==> config.mk <==
export PLATFORM = sky130hd
export DESIGN_NAME = systolic_array_nxn
export DESIGN_NICKNAME = d
export VERILOG_FILES = /design/src/rtl/systolic_pkg.sv /design/src/rtl/sa_mac_cell.sv /design/src/rtl/systolic_array_nxn.sv
export SDC_FILE = /design/constraint.sdc
export NUM_CORES = 2
export LEC_CHECK = 0
export ABC_AREA = 1
export BUFFER_PORTS_ARGS = -buffer_cell sky130_fd_sc_hd__buf_2
export CAP_MARGIN = 20
export CORE_ASPECT_RATIO = 1.5
export CORE_UTILIZATION = 64
export DETAILED_ROUTE_END_ITERATION = 8
export GPL_ROUTABILITY_DRIVEN = 0
export MAX_ROUTING_LAYER = met4
export PLACE_DENSITY = 0.84
export SYNTH_ARGS = -nofsm -noshare
export SYNTH_HDL_FRONTEND = slang
export SYNTH_SLANG_ARGS = --single-unit
==> constraint.sdc <==
create_clock -name clk -period 22 [get_ports clk]
set_input_delay 3.3 -clock clk [delete_from_list [all_inputs] [get_ports clk]]
set_output_delay 3.3 -clock clk [all_outputs]
set_load 0.005 [all_outputs]
==> src/rtl/systolic_pkg.sv <==
// Shared types and sizing helpers for the NxN output-stationary systolic multiplier.
package systolic_pkg;

    localparam int DEF_N  = 3;
    localparam int DEF_DW = 8;
    localparam int DEF_OW = 16;

    typedef enum logic [1:0] {
        S_IDLE  = 2'd0,
        S_FEED  = 2'd1,
        S_DRAIN = 2'd2,
        S_DONE  = 2'd3
    } state_e;

    // Wide enough for N full-scale products without overflow.
    function automatic int acc_width(input int dw, input int n);
        return 2 * dw + $clog2(n);
    endfunction

endpackage

==> src/rtl/sa_mac_cell.sv <==
// One processing element: registered A/B pass-through plus a clearable, enabled accumulator.
module sa_mac_cell
    import systolic_pkg::*;
#(
    parameter int DW = DEF_DW,
    parameter int AW = acc_width(DEF_DW, DEF_N)
) (
    input  logic          clk,
    input  logic          rst,
    input  logic          clr_i,
    input  logic          en_i,
    input  logic [DW-1:0] a_i,
    input  logic [DW-1:0] b_i,
    output logic [DW-1:0] a_o,
    output logic [DW-1:0] b_o,
    output logic [AW-1:0] acc_o
);

    logic [DW-1:0]   a_q, a_d, b_q, b_d;
    logic [AW-1:0]   acc_q, acc_d;
    logic [2*DW-1:0] prod;

    always_comb begin
        prod  = (2*DW)'(a_i) * (2*DW)'(b_i);
        a_d   = a_i;
        b_d   = b_i;
        acc_d = acc_q;
        if (clr_i) begin
            a_d   = '0;
            b_d   = '0;
            acc_d = '0;
        end else if (en_i) begin
            acc_d = acc_q + AW'(prod);
        end
    end

    always_ff @(posedge clk) begin
        if (rst) begin
            a_q   <= '0;
            b_q   <= '0;
            acc_q <= '0;
        end else begin
            a_q   <= a_d;
            b_q   <= b_d;
            acc_q <= acc_d;
        end
    end

    assign a_o   = a_q;
    assign b_o   = b_q;
    assign acc_o = acc_q;

endmodule

==> src/rtl/systolic_array_nxn.sv <==
// NxN output-stationary systolic matrix multiplier with internal operand skew.
// Define SYSTOLIC_ARRAY_SAT_EN to saturate result elements instead of wrapping.
module systolic_array_nxn
    import systolic_pkg::*;
#(
    parameter int N  = DEF_N,
    parameter int DW = DEF_DW,
    parameter int OW = DEF_OW
) (
    input  logic              clk,
    input  logic              rst,
    input  logic              start_i,
    input  logic [N*N*DW-1:0] a_i,
    input  logic [N*N*DW-1:0] b_i,
    output logic              busy_o,
    output logic              done_o,
    output logic [N*N*OW-1:0] c_o
);

    localparam int AW = acc_width(DW, N);
    localparam int XW = AW + OW;
    localparam int TW = $clog2(3 * N);
    localparam logic [TW-1:0] T_LAST = TW'(3 * N - 3);

    state_e            state_q, state_d;
    logic [TW-1:0]     t_q, t_d;
    logic [N*N*DW-1:0] a_op_q, a_op_d, b_op_q, b_op_d;
    logic [N*N*OW-1:0] c_q, c_d, c_res;
    logic              clr, en;

    logic [DW-1:0] a_feed  [N];
    logic [DW-1:0] b_feed  [N];
    logic [DW-1:0] a_east  [N][N];
    logic [DW-1:0] b_south [N][N];
    logic [AW-1:0] acc     [N][N];
    logic [XW-1:0] ext;
    logic          unused_sink;
    int            idx;

    always_comb begin
        state_d = state_q;
        t_d     = t_q;
        a_op_d  = a_op_q;
        b_op_d  = b_op_q;
        c_d     = c_q;
        clr     = 1'b0;
        en      = 1'b0;
        busy_o  = 1'b0;
        done_o  = 1'b0;
        case (state_q)
            S_FEED: begin
                busy_o = 1'b1;
                en     = 1'b1;
                if (t_q == T_LAST) state_d = S_DRAIN;
                else               t_d     = t_q + 1'b1;
            end
            S_DRAIN: begin
                busy_o  = 1'b1;
                c_d     = c_res;
                state_d = S_DONE;
            end
            default: begin
                done_o = (state_q == S_DONE);
                if (state_q == S_DONE) state_d = S_IDLE;
                if (start_i) begin
                    state_d = S_FEED;
                    t_d     = '0;
                    a_op_d  = a_i;
                    b_op_d  = b_i;
                    clr     = 1'b1;
                end
            end
        endcase
    end

    always_ff @(posedge clk) begin
        if (rst) begin
            state_q <= S_IDLE;
            t_q     <= '0;
            a_op_q  <= '0;
            b_op_q  <= '0;
            c_q     <= '0;
        end else begin
            state_q <= state_d;
            t_q     <= t_d;
            a_op_q  <= a_op_d;
            b_op_q  <= b_op_d;
            c_q     <= c_d;
        end
    end

    // Row r sees A(r, t-r) and column c sees B(t-c, c); zero outside the matrix.
    always_comb begin
        idx = 0;
        for (int r = 0; r < N; r++) begin
            a_feed[r] = '0;
            b_feed[r] = '0;
            if (state_q == S_FEED) begin
                idx = int'(t_q) - r;
                if (idx >= 0 && idx < N) begin
                    a_feed[r] = a_op_q[(r*N + idx)*DW +: DW];
                    b_feed[r] = b_op_q[(idx*N + r)*DW +: DW];
                end
            end
        end
    end

    always_comb begin
        c_res       = '0;
        ext         = '0;
        unused_sink = 1'b0;
        for (int r = 0; r < N; r++) begin
            unused_sink = unused_sink ^ (^a_east[r][N-1]) ^ (^b_south[N-1][r]);
            for (int c = 0; c < N; c++) begin
                ext = XW'(acc[r][c]);
`ifdef SYSTOLIC_ARRAY_SAT_EN
                if (|ext[XW-1:OW]) c_res[(r*N + c)*OW +: OW] = {OW{1'b1}};
                else               c_res[(r*N + c)*OW +: OW] = ext[OW-1:0];
`else
                c_res[(r*N + c)*OW +: OW] = ext[OW-1:0];
                unused_sink = unused_sink ^ (^ext[XW-1:OW]);
`endif
            end
        end
    end

    for (genvar gr = 0; gr < N; gr++) begin : g_row
        for (genvar gc = 0; gc < N; gc++) begin : g_col
            logic [DW-1:0] a_in, b_in;
            if (gc == 0) begin : g_aw
                assign a_in = a_feed[gr];
            end else begin : g_ai
                assign a_in = a_east[gr][gc-1];
            end
            if (gr == 0) begin : g_bn
                assign b_in = b_feed[gc];
            end else begin : g_bi
                assign b_in = b_south[gr-1][gc];
            end
            sa_mac_cell #(.DW(DW), .AW(AW)) u_cell (
                .clk   (clk),
                .rst   (rst),
                .clr_i (clr),
                .en_i  (en),
                .a_i   (a_in),
                .b_i   (b_in),
                .a_o   (a_east[gr][gc]),
                .b_o   (b_south[gr][gc]),
                .acc_o (acc[gr][gc])
            );
        end
    end

    assign c_o = c_q;

endmodule

== After elaboration in Yosys (flattened, before gate mapping) ==
Index checks and enable logic that the tools add are counted.

* Bits in registers: 552
* Output and inout bits: 146
* Word-level logic and storage cells: 108

* Add/sub/neg operators: 16
* $mul: 12
* Magnitude comparators: 6
* Eq/ne operators: 6
* Shift operators: 6
* Muxes and demuxes: 24
* Bitwise gates (word level): 2
* Reduce and logical (&&, ||, !) cells: 10

{| class="wikitable"
|+ Operators with widths
! kind !! count
|-
| $add A18 B16 Y18 || 9
|-
| $mul A8 B8 Y16 || 9
|-
| $shiftx A72 B12 Y8 || 2
|-
| $shiftx A72 B9 Y8 || 2
|-
| $mux W8 || 12
|-
| $shiftx A72 B10 Y8 || 1
|-
| $shiftx A72 B8 Y8 || 1
|-
| $mul A5 B3 Y8 const B || 2
|-
| $ge A5 B1 Y1 const B || 2
|-
| $lt A5 B3 Y1 const B || 2
|-
| $add A8 B2 Y9 const B || 1
|-
| $add A8 B3 Y9 const B || 1
|-
| $mux W4 || 2
|-
| $pmux W4 S2 || 1
|-
| $add A3 B5 Y6 const A || 1
|-
| $add A4 B5 Y6 const A || 1
|-
| $mul A4 B2 Y6 const B || 1
|-
| $mux W2 || 3
|-
| $mux W1 || 5
|-
| $sub A4 B1 Y5 const B || 1
|-
| $sub A4 B2 Y5 const B || 1
|-
| $add A4 B1 Y4 const B || 1
|-
| $eq A2 B2 Y1 const B || 2
|-
| $eq A4 B3 Y1 const B || 1
|-
| 12 further kinds || 18
|}

== Logic depth before layout (Yosys ltp) ==
* Word-level depth: 8
* Mapped depth: 42
* Mapped depth without buffers: 37

== Cells and area by module ==
A second synthesis with hierarchy kept.

* Cell total of the unflattened synthesis: 7278
* Area, all modules: 50292.0 µm²

{| class="wikitable"
|+ Modules (own cells, without submodules)
! module !! times used !! cells an instance !! area an instance (µm²) !! sequential area each (µm²)
|-
| sa_mac_cell at g_row[0].g_col[0].u_cell ... || 4 || 578 || 4041.4 || 680.7
|-
| systolic_array_nxn || 1 || 2067 || 13865.8 || 5885.6
|-
| sa_mac_cell at g_row[2].g_col[0].u_cell ... || 2 || 580 || 4048.9 || 680.7
|-
| sa_mac_cell at g_row[1].g_col[2].u_cell || 1 || 580 || 4058.9 || 680.7
|-
| sa_mac_cell at g_row[1].g_col[1].u_cell || 1 || 579 || 4052.6 || 680.7
|-
| sa_mac_cell at g_row[2].g_col[1].u_cell || 1 || 580 || 4051.4 || 680.7
|}

== Least setup slack after synthesis ==
No wires, ideal clock.

* Kind: register to register
* Start: register t_q[1]
* End: register g_row[0].g_col[1].u_cell.acc_q[14]
* Data arrival time: 7.030 ns
* Path slack: 14.861 ns
* Cell stages (with the launch flop): 36
* Buffers on the path: 6
* Clock period less this slack: 7.139 ns
* Path through: dfxtp_1 -> buf_6 -> inv_2 -> buf_2 -> buf_2 -> buf_2 -> ha_1 -> clkinv_1 -> clkbuf_1 -> ha_1 -> fa_1 -> clkbuf_1 -> inv_1 -> nor2_1 -> o211ai_1 -> nand3_1 -> o22ai_1 -> nand2_1 -> inv_1 -> nand2_1 -> fa_1 -> fa_1 -> inv_1 -> fa_1 -> inv_1 -> fa_1 -> inv_1 -> ha_1 -> a21oi_1 -> nor2_1 -> o21ai_0 -> nand3_1 -> nand2_1 -> nand3_1 -> nand2_1 -> inv_1

* Word-level cells in the longest chain between the ends: 8

{| class="wikitable"
|+ Ends and longest elaborated chain
! element !! RTL line !! text
|-
| start, declared || systolic_array_nxn.sv:26 || <nowiki>logic [TW-1:0] t_q, t_d;</nowiki>
|-
| start signal, assigned || systolic_array_nxn.sv:85 || <nowiki>t_q <= t_d;</nowiki>
|-
| $sub A4 B1 Y5 * || systolic_array_nxn.sv:99 || <nowiki>idx = int'(t_q) - r;</nowiki>
|-
| $mul A5 B3 Y8 || systolic_array_nxn.sv:102 || <nowiki>b_feed[r] = b_op_q[(idx*N + r)*DW +: DW];</nowiki>
|-
| $add A8 B2 Y9 || systolic_array_nxn.sv:102 ||
|-
| $shiftx A72 B12 Y8 || systolic_array_nxn.sv:102 ||
|-
| $mux W8 * || systolic_array_nxn.sv:100 || <nowiki>if (idx >= 0 && idx < N) begin</nowiki>
|-
| $mux W8 * || systolic_array_nxn.sv:98 || <nowiki>if (state_q == S_FEED) begin</nowiki>
|-
| $mul A8 B8 Y16 * || sa_mac_cell.sv:24 || <nowiki>prod = (2*DW)'(a_i) * (2*DW)'(b_i);</nowiki>
|-
| $add A18 B16 Y18 * || sa_mac_cell.sv:33 || <nowiki>acc_d = acc_q + AW'(prod);</nowiki>
|-
| end signal, assigned || sa_mac_cell.sv:41 || <nowiki>acc_q <= '0;</nowiki>
|-
| end signal, assigned || sa_mac_cell.sv:45 || <nowiki>acc_q <= acc_d;</nowiki>
|-
| end, declared || sa_mac_cell.sv:20 || <nowiki>logic [AW-1:0] acc_q, acc_d;</nowiki>
|}

Mark *: on every way between the ends. The rest lies on a longest branch, timed or not.
A chain may end at the register's enable or synchronous reset.

== Final worst setup path ==
Ends and elaborated chain as after synthesis.

==> results.json <==
{
  "yosys_warnings": 0,
  "min_to": "c_o[137]$_SDFFE_PP0P_",
  "run_status": "complete, no violations",
  "worstSetupPathType": "register to register",
  "final_cells": 7187,
  "dieArea_sq_um": 71000,
  "cts-resized-gates": 0,
  "worstPathRequired_ps": 22560,
  "fin_nets": 7196,
  "overflow": 0,
  "first_pass_iters": 6,
  "syn_area_sq_um": 44800,
  "grt_pass1_wl_um": 196000,
  "grt_usage_pct": 35.8,
  "place_inst": 7098,
  "drc": 0,
  "yosysSeqAreaShare_pct": 23.9,
  "dp_hpwl_um": 94600,
  "setup_violations": 0,
  "vias_per_cell": 5.54,
  "final_core_util_pct": 69.8,
  "ctsHoldBuffers": 0,
  "timing.slew.headroom_pct": 26.4,
  "htree_levels": 2,
  "fp.coreArea_sq_um": 69100,
  "p_leak_nw": 24.5,
  "synth_ff_type": "dfxtp_1",
  "async_flop_share_pct": 0,
  "cap_viol_max_count": 0,
  "startpoint_type": "register",
  "post_drt_wl_per_cell_um": 16.9,
  "totalNegativeSetupSlack_ps": 0,
  "drt_iter0_drc": 2944,
  "hp-class": "register to register",
  "cts.sinks": 534,
  "synth-edff-count": 0,
  "slowest_delay_ps": 730,
  "finalPower_w": 0.00383,
  "hold_violations": 0,
  "cts_tree": "yes",
  "crit_slowest_cell": "fa_1",
  "dpl_cell_area_sq_um": 46500,
  "synth_top_area_share_pct": 23.9,
  "drv_slew": 0,
  "clock_path_buffers": 3,
  "r2r_cells": 33,
  "rsz0062_at_grt": "false",
  "die_h_um": 326,
  "post-route-period-util_pct": 37.1,
  "port_buffers": 292,
  "grt_pass1_vias": 39400,
  "postCtsSetupBuffers": 0,
  "wirelength_um": 121000,
  "p_per_area_nw_per_um2": 79.4,
  "syn2layout_area_growth_pct": 7.64,
  "syn_area_per_cell_sq_um": 7.27,
  "grt_max_degree": 133,
  "cts_root_buffer": "clkbuf_16",
  "crit_path_start": "t_q[1]$_SDFFE_PP0P_",
  "ys_types": 44,
  "worst_pin_slew_ps": 1100,
  "die_w_um": 218,
  "syn_inst": 6156,
  "worst_setup_path_end_kind": "register",
  "r2r-end": "g_row[0].g_col[1].u_cell.acc_o[14]$_SDFFE_PP0P_",
  "rrSetupSlack_ps": 13840,
  "r2r_start": "t_q[1]$_SDFFE_PP0P_",
  "core.rowCount": 118,
  "cp_max_fo": 86,
  "fin_skew_ps": 27.9,
  "antenna_found_initial": 1,
  "holdCritStartpoint": "c_o[137]$_SDFFE_PP0P_",
  "ant_nets": 0,
  "drive_gt1_share_pct": 6.90,
  "synth_top_area_cell": "dfxtp_1",
  "holdPathStages": 2,
  "path_clk_slew_ps": 60,
  "synthTopCellsByArea": "dfxtp_1 (24%), fa_1 (20%), nand2_1 (11%), inv_1 (11%), ha_1 (9.6%)",
  "ys_ff_latch": 534,
  "clkLatencyLatePin_ps": 660,
  "post-route-cell-area_sq_um": 48200,
  "dr_total_vias": 39800,
  "vdd_drop_max_mv": 0.107,
  "pin_count": 293,
  "start_util_pct": 64.8,
  "cts_made_buffers": 53,
  "num-fill-cells": 5646,
  "cp.arrival_ps": 8720,
  "max_clock_freq_ghz": 0.122,
  "syn-num-nets": 7099,
  "period_needed_ps": 8160
}
==> worst max-delay path by stage <==
stage                                                       to  slack, ps  depth (start not counted)
2_1_floorplan  g_row[0].g_col[1].u_cell.acc_o[14]$_SDFFE_PP0P_      14860                         35
5_1_grt        g_row[0].g_col[1].u_cell.acc_o[14]$_SDFFE_PP0P_      13310                         34
3_3_place_gp   g_row[0].g_col[1].u_cell.acc_o[14]$_SDFFE_PP0P_      14190                         33
6_report       g_row[0].g_col[1].u_cell.acc_o[14]$_SDFFE_PP0P_      13840                         33
3_5_place_dp   g_row[0].g_col[1].u_cell.acc_o[14]$_SDFFE_PP0P_      13980                         33
4_1_cts        g_row[0].g_col[1].u_cell.acc_o[14]$_SDFFE_PP0P_      13980                         33
==> layout by cell type (no fill, tap or decap), drive strengths merged <==
cell type     n
o21ai       218
nor2        635
inv        1313
o21bai       11
nand3       351
a211oi      150
nand3b       10
dfxtp       534
a21boi        1
a31oi         3
a21oi       346
clkbuf       68
clkinvlp      3
ha          345
o211ai       31
bufinv        4
diode         1
and2          8
fa          451
o21a          9
clkinv       13
xor2         46
nor4          3
xnor2        29
buf         318
or2           3
nor3          5
nand2      1335
o22ai        11
o31ai         1
mux2i         1
nand4        30
==> Yosys cell counts (4+ instances only) <==
| library cell | count |
|---|---|
| a21oi_1 | 344 |
| xnor2_1 | 29 |
| fa_1 | 451 |
| and2_1 | 8 |
| nor3_1 | 4 |
| clkbuf_1 | 217 |
| clkinv_1 | 5 |
| dfxtp_1 | 534 |
| o21a_1 | 9 |
| nand4_1 | 30 |
| ha_1 | 345 |
| xor2_1 | 45 |
| o211ai_1 | 30 |
| o21ai_0 | 217 |
| a211oi_1 | 150 |
| nand3_1 | 351 |
| nand3b_1 | 10 |
| o22ai_1 | 11 |
| nor2_1 | 626 |
| inv_2 | 7 |
| nor2_2 | 8 |
| o21bai_1 | 11 |
| buf_1 | 24 |
| buf_2 | 31 |
| nand2_1 | 1333 |
| inv_1 | 1301 |
==> per-stage QoR <==
stage | setup WS, ps | hold WS [ps]
final | 13840 | 459
after global routing | 13310 | 478
after CTS | 13980 | 460
after detailed placement | 13980 | 452
after global placement | 14190 | 447
after floorplan | 14860 | 439
==> report_power, final <==
group	switching, W	leakage (nW)	internal [W]	total, W
registers	0.000108	4.35	0.00113	0.00124
clock network	0.000407	0.813	0.000505	0.000913
logic	0.00117	19.3	0.000506	0.00167
==> routing by layer <==
layer / vias to the layer above / part of all wire [%] / global-route usage, % / wire [um]
met5: - / 0 / - / 0
met4: 0 / 7.3 / 22.7 / 8900
met3: 529 / 7.1 / 5.15 / 8680
met2: 1739 / 50 / 60.8 / 60700
met1: 18600 / 36 / 39.0 / 43200
li1: 19000 / - / - / -
==> logic make-up (layout without fill, tap and decap cells) <==
group	count (synthesis)	count (layout)	synth area share [%]
compound gates	781	781	9.94
fa+ha+maj	796	796	29.8
flops	534	534	23.9
xor+xnor	75	75	1.51
other cells	0	1	0
simple gates	2380	2380	21.4
mux	1	1	0.0224
buf+inv	1589	1719	13.4
==> critical path: cells and delay by family, from the launching register on <==
kind                     cells  cell delay [ps]
AND/OR/NAND/NOR             12             1540
AO/OA/AOI/OAI                3              840
flip-flops                   1              310
adder cells (fa/ha/maj)      8             3740
buffers and inverters       10             1620
==> flip-flops by register name, indices dropped and copies added, names as in the netlist <==
signal,count
a_op_q,72
b_op_q,72
c_o,144
g_row.g_col.u_cell.a_o,48
g_row.g_col.u_cell.acc_o,144
g_row.g_col.u_cell.b_o,48
state_q,2
t_q,4
==> final cells by class <==
class	count	area (sq um)	share of cell area, %
Clock inverter	20	236	0.491
Tap cell	900	1130	2.34
Multi-Input combinational cell	4033	28100	58.3
Clock buffer	68	1430	2.97
Timing Repair Buffer	318	1670	3.46
Sequential cell	534	10700	22.2
Antenna cell	1	2.50	0.00519
Inverter	1313	4940	10.2
Power figures use the tool's default switching activity.
